[src/rtl/lbp_pkg.sv]
// Shared constants for the LBP pixel datapath: window geometry and neighbour bit ordering.
package lbp_pkg;

  localparam int unsigned DATA_W     = 8;
  localparam int unsigned WIN_SIZE   = 9;
  localparam int unsigned WIN_COLS   = 3;
  localparam int unsigned CENTER_IDX = 4;
  localparam int unsigned NUM_NBR    = WIN_SIZE - 1;

  // Window cell feeding each code bit, LSB first; the centre cell is skipped.
  localparam int unsigned NBR_IDX [NUM_NBR] = '{0, 1, 2, 3, 5, 6, 7, 8};

endpackage

[src/rtl/lbp_encode.sv]
// Combinational LBP encoder: one bit per neighbour, set when the neighbour is >= the centre.
module lbp_encode
  import lbp_pkg::*;
#(
  parameter int unsigned DATA_W = lbp_pkg::DATA_W
) (
  input  logic [WIN_SIZE-1:0][DATA_W-1:0] win,
  output logic [NUM_NBR-1:0]              code
);

  always_comb begin
    code = '0;
    for (int b = 0; b < NUM_NBR; b++) begin
      code[b] = (win[NBR_IDX[b]] >= win[CENTER_IDX]);
    end
  end

endmodule

[src/rtl/lbp_datapath.sv]
// LBP pixel datapath: 3x3 window register file with column shift, encoder and output register.
module lbp_datapath
  import lbp_pkg::*;
#(
  parameter int unsigned DATA_W = lbp_pkg::DATA_W
) (
  input  logic                clk,
  input  logic                reset,
  input  logic [DATA_W-1:0]   gray_data,
  input  logic [WIN_SIZE-1:0] En4Reg,
  input  logic                shift_win,
  input  logic                en4Out,
  output logic [DATA_W-1:0]   lbp_data,
  output logic [DATA_W-1:0]   win_center
);

  logic [WIN_SIZE-1:0][DATA_W-1:0] win_q, win_d;
  logic [NUM_NBR-1:0]              code;
  logic [DATA_W-1:0]               lbp_q;

  // Load beats shift; columns 0/1 take their right neighbour, column 2 holds unless loaded.
  always_comb begin
    win_d = win_q;
    for (int k = 0; k < WIN_SIZE; k++) begin
      if (En4Reg[k]) begin
        win_d[k] = gray_data;
      end else if (shift_win && ((k % WIN_COLS) != (WIN_COLS - 1))) begin
        win_d[k] = win_q[(k + 1) % WIN_SIZE];
      end
    end
  end

  lbp_encode #(
    .DATA_W (DATA_W)
  ) u_encode (
    .win  (win_q),
    .code (code)
  );

  always_ff @(posedge clk or posedge reset) begin
    if (reset) begin
      win_q <= '0;
      lbp_q <= '0;
    end else begin
      win_q <= win_d;
      if (en4Out) begin
        lbp_q <= DATA_W'(code);
      end
    end
  end

  assign lbp_data   = lbp_q;
  assign win_center = win_q[CENTER_IDX];

endmodule

[config.mk]
export PLATFORM = sky130hd
export DESIGN_NAME = lbp_datapath
export DESIGN_NICKNAME = d
export VERILOG_FILES = /design/src/rtl/lbp_pkg.sv /design/src/rtl/lbp_encode.sv /design/src/rtl/lbp_datapath.sv
export SDC_FILE = /design/constraint.sdc
export NUM_CORES = 1
export LEC_CHECK = 0
export BUFFER_PORTS_ARGS = -buffer_cell sky130_fd_sc_hd__buf_2
export CAP_MARGIN = 10
export CORE_ASPECT_RATIO = 0.5
export CORE_MARGIN = 8
export CORE_UTILIZATION = 40
export CTS_BUF_LIST = sky130_fd_sc_hd__clkbuf_16
export DETAILED_ROUTE_END_ITERATION = 6
export PLACE_DENSITY = 0.61
export SETUP_SLACK_MARGIN = 0.5
export SLEW_MARGIN = 0
export SYNTH_ARGS = -nofsm -noshare
export SYNTH_HDL_FRONTEND = slang
export SYNTH_SLANG_ARGS = --single-unit
[constraint.sdc]
create_clock -name clk -period 2.7 [get_ports clk]
set_clock_uncertainty 0.15 [all_clocks]
set_input_delay 0.54 -clock clk [delete_from_list [all_inputs] [get_ports clk]]
set_output_delay 0.54 -clock clk [all_outputs]
set_load 0.05 [all_outputs]
==> out/qor.yml <==
ys_types: 24
num_vias: 3313
num_antenna_cells: 0
finalNetCount: 554
maxCapViolCount: 0
final_cell_mix: "dfrtp_1, ha_1, nand2_1, o21ai_0, mux2i_1"
initial_utilization_pct: 40.9
syn_area_um2: 4820
drtIter0Drc: 244
area_growth_pct: 11.5
cts_buffers: 9
mostFrequentLayoutCell: "dfrtp_1"
pin_count: 37
finalSetupViolCount: 0
hold_buffers: 0
yosysWarningCount: 0
clk_latency_ns: 0.33
h-tree-depth: 3
clock-sinks: 80
fin_total_pwr_mw: 3.55
place_congestion: 0.758
rows: 28
grt-ovfl-total: 0
status: "finished, final reports clean"
portBuffers: 36
root_buffer: "clkbuf_16"
wl_per_cell_um: 16.8
period_share_pct: 76.1
peakVddDrop_v: 0.000363
cts_tree: "done"
crit_required_ns: 2.76
placed_area_um2: 5090
hp-class: "input port to asynchronous set/reset pin"
cp_max_fo: 8
worst_pin_slew_ns: 0.554
die_w_um: 171
relSlewSlack_pct: 63.1
hpwl_um: 7870
drt_pass1_iterations: 4
grt_pass1_wl_um: 18100
hold_violations: 0
yosysTopAreaCell: "dfrtp_1"
drive_gt1_share_pct: 17.3
viasPerCell: 5.18
yosysSeqAreaShare_pct: 41.5
ctsResizeCount: 0
arrival_ns: 2.12
crit_path_start_kind: "register"
dp_cells: 623
synth_fp_nets: 537
setup_tns_ns: 0
coreArea_um2: 11800
grt_max_degree: 81
ys_seq_elements: 80
yosysTopAreaCellShare_pct: 41.5
synth.area.top_cells: "dfrtp_1, ha_1, mux2i_1"
grt_use_total_pct: 14.3
stdcell_count: 639
drv_slew: 0
synth_cells: 452
stdcell_area_um2: 5370
rsz0062_at_grt: "no"
grt_antenna_before_repair: 0
fin_crit_ns: 2.06
cellLeakagePower_nw: 2.55
syn_avg_cell_area_um2: 10.7
clkTransAtPathRegs_ns: 0.06
cp-end-kind: "register"
power_density_nw_per_um2: 660
critPathKind: "register to register"
final_core_util_pct: 45.6
cts_buffer_depth: 2
wirelength_um: 10700
ant_nets: 0
grt_pass1_vias: 3511
maxClockFrequency_ghz: 0.486
postCtsSetupBuffers: 0
num-fill-cells: 1103
die_y_um: 93.6
die_area_um2: 16000
drc: 0
per-layer routing:
layer | GRT usage [%] | vias to the layer above | part of all wire [%]
li1 | - | 1654 | -
met5 | 0 | - | 0
met4 | 4.46 | 0 | 1.5
met1 | 17.9 | 1610 | 49
met3 | 3.11 | 14 | 2.5
met2 | 24.6 | 35 | 47
worst paths after layout:
check                              startpoint             to  slack, ns  cells after the start
worst max-delay path            win_center[2]    lbp_data[1]       0.64                      6
worst min-delay path                    reset      win_q[16]       0.16                      3
worst max register to register  win_center[2]    lbp_data[1]       0.64                      6
worst min register to register      win_q[42]      win_q[42]       0.39                      1
max in group asynchronous               reset  win_center[0]       1.88                      3
min in group clk                    win_q[42]      win_q[42]       0.39                      1
state kept, by name, summed over array words and instances (netlist names):
| register | count |
|---|---|
| win_q | 64 |
| lbp_data | 8 |
| win_center | 8 |
metrics by stage:
step                setup WS, ns  hold slack, ns
floorplan                  0.815           0.357
global placement           0.667           0.377
detailed placement         0.561           0.384
CTS                        0.559           0.187
global route               0.523           0.202
finish                     0.644           0.158
where the power goes:
group          leakage (nW)  switching [mW]  internal [mW]
Combinational          1.45           0.558          0.344
Clock                 0.141           0.478          0.699
Sequential            0.958           0.122           1.34
synthesized netlist by cell type (all sizes together):
master / count
or2b: 1
clkbuf: 13
a2111o: 8
mux2i: 48
inv: 16
dfrtp: 80
nand2: 59
ha: 64
nand2b: 15
nor2: 8
buf: 20
mux2: 21
nand4b: 8
nor3: 8
a311oi: 8
o21ai: 59
a31oi: 8
nand3: 8
cells by family after synthesis:
family / share of synthesized area [%]
muxes: 14.9
adders and majority gates: 16.6
buffers and inverters: 4.93
and+or+nand+nor: 10.8
DFF: 41.5
AOI/OAI and AO/OA: 11.3
cell type report:
class	instances	area, um^2	share of cell area, %
Multi-Input combinational cell	323	2580	48.0
Sequential cell	80	2000	37.3
Timing Repair Buffer	39	240	4.47
Clock buffer	9	225	4.19
Tap cell	165	206	3.84
Inverter	16	63.8	1.19
Clock inverter	7	53.8	1.00
critical path, cell delays in order, from the launching register on:
cell	delay [ns]
dfrtp_1	0.40
inv_1	0.32
ha_1	0.30
o21ai_0	0.11
or2b_2	0.30
a311oi_1	0.27
nor3_1	0.08
Power figures use the tool's default switching activity.
